File: config.mk
export PLATFORM = sky130hd
export DESIGN_NAME = addsub_arbiter
export DESIGN_NICKNAME = d
export VERILOG_FILES = /design/src/rtl/addsub_arbiter_pkg.sv /design/src/rtl/addsub_arbiter_addsub.sv /design/src/rtl/addsub_arbiter.sv
export SDC_FILE = /design/constraint.sdc
export NUM_CORES = 1
export LEC_CHECK = 0
export ABC_AREA = 1
export CAP_MARGIN = 20
export CORE_MARGIN = 2
export CORE_UTILIZATION = 45
export DETAILED_ROUTE_END_ITERATION = 8
export GPL_TIMING_DRIVEN = 0
export PLACE_DENSITY_LB_ADDON = 0.12
export REMOVE_ABC_BUFFERS = 1
export SYNTH_ARGS = -nofsm -noshare
export SYNTH_HDL_FRONTEND = slang
export SYNTH_SLANG_ARGS = --single-unit
File: constraint.sdc
create_clock -name clk -period 2 [get_ports clk]
set_input_delay 0.4 -clock clk [delete_from_list [all_inputs] [get_ports clk]]
set_output_delay 0.4 -clock clk [all_outputs]
set_load 0.05 [all_outputs]
File: src/rtl/addsub_arbiter_pkg.sv
// Shared constants for the two-requester add/subtract arbiter.
//   ST_IDLE / ST_EXEC / ST_RESP : controller state encoding
//   ID_REQ0 / ID_REQ1           : requester identifiers carried in resp_id
package addsub_arbiter_pkg;

  localparam logic [1:0] ST_IDLE = 2'd0;
  localparam logic [1:0] ST_EXEC = 2'd1;
  localparam logic [1:0] ST_RESP = 2'd2;

  localparam logic ID_REQ0 = 1'b0;
  localparam logic ID_REQ1 = 1'b1;

  // Round-robin tie-break: the winner is whoever was not served last.
  function automatic logic other_id(input logic id);
    return ~id;
  endfunction

endpackage

File: src/rtl/addsub_arbiter_addsub.sv
// Shared n-bit adder/subtractor datapath.
//   x, y      : operands
//   add_n     : 0 = x+y, 1 = x-y (computed as x + ~y + 1)
//   s         : result mod 2^n
//   c_out     : carry out of the MSB (subtract: 1 = no borrow)
//   overflow  : two's-complement signed overflow
module adder_subtractor_with_overflow #(
  parameter int n = 4
) (
  input  logic [n-1:0] x,
  input  logic [n-1:0] y,
  input  logic         add_n,
  output logic [n-1:0] s,
  output logic         c_out,
  output logic         overflow
);

  logic [n-1:0] y_eff;
  logic [n:0]   sum;

  assign y_eff = add_n ? ~y : y;
  assign sum   = {1'b0, x} + {1'b0, y_eff} + {{n{1'b0}}, add_n};
  assign s     = sum[n-1:0];
  assign c_out = sum[n];

  // Signed overflow: both addends share a sign and the result sign differs.
  assign overflow = (x[n-1] == y_eff[n-1]) && (s[n-1] != x[n-1]);

endmodule

File: src/rtl/addsub_arbiter.sv
// Round-robin arbiter sharing one adder/subtractor between two requesters.
//   req0_* / req1_*  : valid/ready request channels with operands and op select
//   resp_*           : tagged result channel (valid/ready)
//   ovf_sticky       : per-requester sticky overflow, bit i = requester i
//   ovf_clr          : synchronous clear of ovf_sticky bits (a same-cycle set wins)
//
// state | meaning
// ------+---------------------------------------------------------------
// IDLE  | arbitrate, accept one request, latch its operands
// EXEC  | shared datapath evaluates the latched operands, result captured
// RESP  | result presented until the consumer takes it
module addsub_arbiter
  import addsub_arbiter_pkg::*;
#(
  parameter int n = 4
) (
  input  logic         clk,
  input  logic         rst_n,
  input  logic         req0_valid,
  output logic         req0_ready,
  input  logic [n-1:0] req0_x,
  input  logic [n-1:0] req0_y,
  input  logic         req0_add_n,
  input  logic         req1_valid,
  output logic         req1_ready,
  input  logic [n-1:0] req1_x,
  input  logic [n-1:0] req1_y,
  input  logic         req1_add_n,
  output logic         resp_valid,
  input  logic         resp_ready,
  output logic         resp_id,
  output logic [n-1:0] resp_s,
  output logic         resp_c_out,
  output logic         resp_overflow,
  output logic [1:0]   ovf_sticky,
  input  logic [1:0]   ovf_clr
);

  logic [1:0]   state;
  logic         last_grant;
  logic [n-1:0] op_x;
  logic [n-1:0] op_y;
  logic         op_add_n;
  logic         op_id;

  logic         grant_valid;
  logic         grant_id;
  logic [n-1:0] alu_s;
  logic         alu_c_out;
  logic         alu_overflow;
  logic [1:0]   ovf_set;

  always_comb begin
    grant_valid = 1'b0;
    grant_id    = ID_REQ0;
    if (state == ST_IDLE) begin
      if (req0_valid && req1_valid) begin
        grant_valid = 1'b1;
        grant_id    = other_id(last_grant);
      end else if (req0_valid) begin
        grant_valid = 1'b1;
        grant_id    = ID_REQ0;
      end else if (req1_valid) begin
        grant_valid = 1'b1;
        grant_id    = ID_REQ1;
      end
    end
  end

  assign req0_ready = grant_valid && (grant_id == ID_REQ0);
  assign req1_ready = grant_valid && (grant_id == ID_REQ1);

  // Datapath sees only the registered operands, never the live request buses.
  adder_subtractor_with_overflow #(.n(n)) u_addsub (
    .x        (op_x),
    .y        (op_y),
    .add_n    (op_add_n),
    .s        (alu_s),
    .c_out    (alu_c_out),
    .overflow (alu_overflow)
  );

  always_ff @(posedge clk or negedge rst_n) begin
    if (!rst_n) begin
      state         <= ST_IDLE;
      last_grant    <= ID_REQ1;
      op_x          <= '0;
      op_y          <= '0;
      op_add_n      <= 1'b0;
      op_id         <= ID_REQ0;
      resp_valid    <= 1'b0;
      resp_id       <= 1'b0;
      resp_s        <= '0;
      resp_c_out    <= 1'b0;
      resp_overflow <= 1'b0;
    end else begin
      case (state)
        ST_IDLE: begin
          if (grant_valid) begin
            op_x       <= (grant_id == ID_REQ1) ? req1_x     : req0_x;
            op_y       <= (grant_id == ID_REQ1) ? req1_y     : req0_y;
            op_add_n   <= (grant_id == ID_REQ1) ? req1_add_n : req0_add_n;
            op_id      <= grant_id;
            last_grant <= grant_id;
            state      <= ST_EXEC;
          end
        end
        ST_EXEC: begin
          resp_s        <= alu_s;
          resp_c_out    <= alu_c_out;
          resp_overflow <= alu_overflow;
          resp_id       <= op_id;
          resp_valid    <= 1'b1;
          state         <= ST_RESP;
        end
        ST_RESP: begin
          if (resp_ready) begin
            resp_valid <= 1'b0;
            state      <= ST_IDLE;
          end
        end
        default: state <= ST_IDLE;
      endcase
    end
  end

  always_comb begin
    ovf_set = 2'b00;
    if (state == ST_EXEC && alu_overflow) begin
      ovf_set[op_id] = 1'b1;
    end
  end

  // Set is OR'ed after the clear mask so a coincident set survives.
  always_ff @(posedge clk or negedge rst_n) begin
    if (!rst_n) begin
      ovf_sticky <= 2'b00;
    end else begin
      ovf_sticky <= (ovf_sticky & ~ovf_clr) | ovf_set;
    end
  end

endmodule

==> results.py <==
metrics = {
    "status": {
        "status": "completed",
    },
    "logic_synthesis": {
        "yosys_warnings": 0,
        "yosysSeqAreaShare": 0.497,
        "netlist_area_mm2": 0.00116,
        "ys_seq_elements": 23,
        "synth_edf_count": 0,
        "synth_cell_types": 20,
        "synthCells": 140,
        "synthArstFlopShare": 1.00,
        "avgSynthCellArea_um2": 8.28,
        "synth_flop_cell": "dfrtp_1",
    },
    "hold_path": {
        "hold_class": "input port to async pin",
    },
    "grt": {
        "grt_overflow": 0,
        "grtUsageTotal": 0.178,
        "grt_max_degree": 24,
        "grt_first_pass_wirelength_um": 3730,
        "grt_pass1_vias": 842,
        "antenna_found_initial": 0,
    },
    "setup_path": {
        "cp.required_ns": 1.60,
        "path_class": "input port to output port",
        "cp.arrival_ns": 1.52,
        "worstPathMaxFanout": 2,
        "cp-start-kind": "input port",
        "cp-end-kind": "output port",
    },
    "pwr": {
        "p_per_area_mw_per_mm2": 1760,
        "ir_drop_uv": 987,
        "p_leak_nw": 0.764,
    },
    "routing": {
        "wl_per_cell_um": 11.0,
        "drtIter0Drc": 8,
        "antenna_left": 0,
        "vias": 1002,
        "wl_um": 2290,
        "dr.pass1.iters": 4,
        "drc": 0,
        "viasPerCell": 4.82,
    },
    "die": {
        "die_area_mm2": 0.00300,
        "core_area_mm2": 0.00245,
        "initial_utilization": 0.472,
        "fp-row-count": 18,
        "ios": 37,
        "die_w_um": 54.8,
        "die_y_um": 54.8,
    },
    "final_layout": {
        "layout-drive-gt1-share": 0.101,
        "area_growth_pct": 39.5,
        "fillerInstances": 225,
        "final_util": 0.659,
        "multiInputGateArea_um2": 518,
        "final_area_mm2": 0.00162,
        "area.sequential_um2": 578,
        "final_cell_mix": "nand2_1 (47), clkdlybuf4s50_1 (34), dfrtp_1 (21)",
        "final_net_count": 208,
        "fin_cells": 208,
        "final_common_cell": "nand2_1",
        "antennaDiodeCount": 0,
    },
    "sta": {
        "slew_viol_final": 0,
        "fin_crit_ns": 1.92,
        "worstMarginPinSlew_ns": 0.609,
        "fin_skew_ns": 0.00194,
        "rsz0062_at_grt": "false",
        "hold_viol": 0,
        "setup_viol": 0,
        "relSlewSlack": 0.592,
        "max_freq_mhz": 521,
        "holdWs_ns": 0.292,
        "fin_crit_sh": 0.960,
    },
    "placed_design": {
        "hpwl_um": 1650,
        "io_buffers": 36,
        "place_area_mm2": 0.00152,
        "gp_congestion": 0.812,
        "dp_cells": 200,
    },
    "clocking": {
        "clock_latency_ns": 0.31,
        "clockBufferDepth": 2,
        "tritoncts.num_buffers": 3,
        "hold_buffers": 0,
        "cts_tree": "yes",
        "clock-sinks": 23,
        "ctsHtreeMaxLevel": 1,
        "clk_pin_slew_ns": 0.13,
        "clockRootBuffer": "clkbuf_4",
    },
    "flow_run": {
        "max_cap_violations": 0,
    },
}
## flip-flops by register name (all words and copies together) (netlist names), 2 cells and up
| signal | cells |
|---|---|
| op_x | 4 |
| resp_s | 4 |
| op_y | 4 |
| ovf_sticky | 2 |
| state | 2 |
## critical path, cell delays in order
cell             delay (ns)
clkdlybuf4s50_1        0.54
nor2_2                 0.09
nor3_4                 0.18
nand2_1                0.06
inv_1                  0.08
buf_6                  0.16
## cell families (layout without fill, tap and decap cells)
logic type,count (synthesis),count (layout),share of synthesized area
AOI/OAI and AO/OA,17,17,0.0852
DFF,23,23,0.497
adders and majority gates,4,4,0.0496
buffers and inverters,20,57,0.0798
and+or+nand+nor,72,73,0.258
xor gates and xnor gates,4,4,0.0302
## final timing paths
check | depth (start not counted) | startpoint | slack (ns) | end
worst max-delay path | 6 | req1_valid | 0.08 | req0_ready
worst min-delay path | 1 | rst_n | 0.29 | state[1]
worst max register to register | 8 | op_add_n | 0.28 | ovf_sticky[0]
worst min register to register | 2 | resp_s[1] | 0.49 | resp_s[1]
max in group asynchronous | 2 | rst_n | 1.26 | last_grant
min in group clk | 2 | resp_s[1] | 0.49 | resp_s[1]
## per-stage QoR
step | setup TNS (ns) | total power [mW] | setup slack, ns
2_1_floorplan | 0 | 2.08 | 0.0385
3_3_place_gp | -3.54 | 2.50 | -1.20
3_5_place_dp | -3.77 | 2.56 | -1.21
4_1_cts | 0 | 2.85 | 0.000387
5_1_grt | 0 | 3.10 | 0.0146
6_report | 0 | 2.84 | 0.0793
## synth_stat cells, types with 2 or more instances
cell type	count	area, um^2
o21ai_0	4	20.0
nand2_1	47	176
nor2_2	2	12.5
ha_1	3	37.5
buf_2	2	10.0
a31oi_1	9	56.3
inv_1	14	52.6
nand3_1	7	35.0
buf_4	4	30.0
xor2_1	3	26.3
nor2_1	14	52.6
o21ai_1	2	10.0
dfrtp_1	22	551
## cell type report
| cell class | count | share of cell area |
|---|---|---|
| multi-input combinational | 98 | 0.320 |
| inverter | 14 | 0.0340 |
| clock buffer | 3 | 0.0139 |
| timing repair buffer | 39 | 0.248 |
| tap | 30 | 0.0232 |
| sequential | 23 | 0.357 |
| clock inverter | 1 | 0.00309 |
## where the power goes
group          internal [mW]  switching [mW]  total [mW]  leakage [nW]
logic                  0.651            1.09        1.74         0.474
clock network         0.0748           0.145       0.220        0.0177
registers              0.699           0.180       0.879         0.272
total                   1.42            1.42        2.84         0.764
## repair_timing
item / in CTS / in global routing
gates resized for setup: 17 / 2
pin swaps: 2 / 1
gates cloned: 1 / 0
endpoints found under the setup margin: 2 / 2
buffers inserted: 1 / 1
## metal layers
layer  share of wire  track usage  wire (um)  vias to the layer above
li1                -            -          -                      520
met1            0.46        0.226       1050                      451
met2            0.47        0.288       1080                       27
met3           0.047       0.0246        107                        4
met4           0.023        0.100         52                        0
met5               0            0          0                        -
Power figures use the tool's default switching activity.
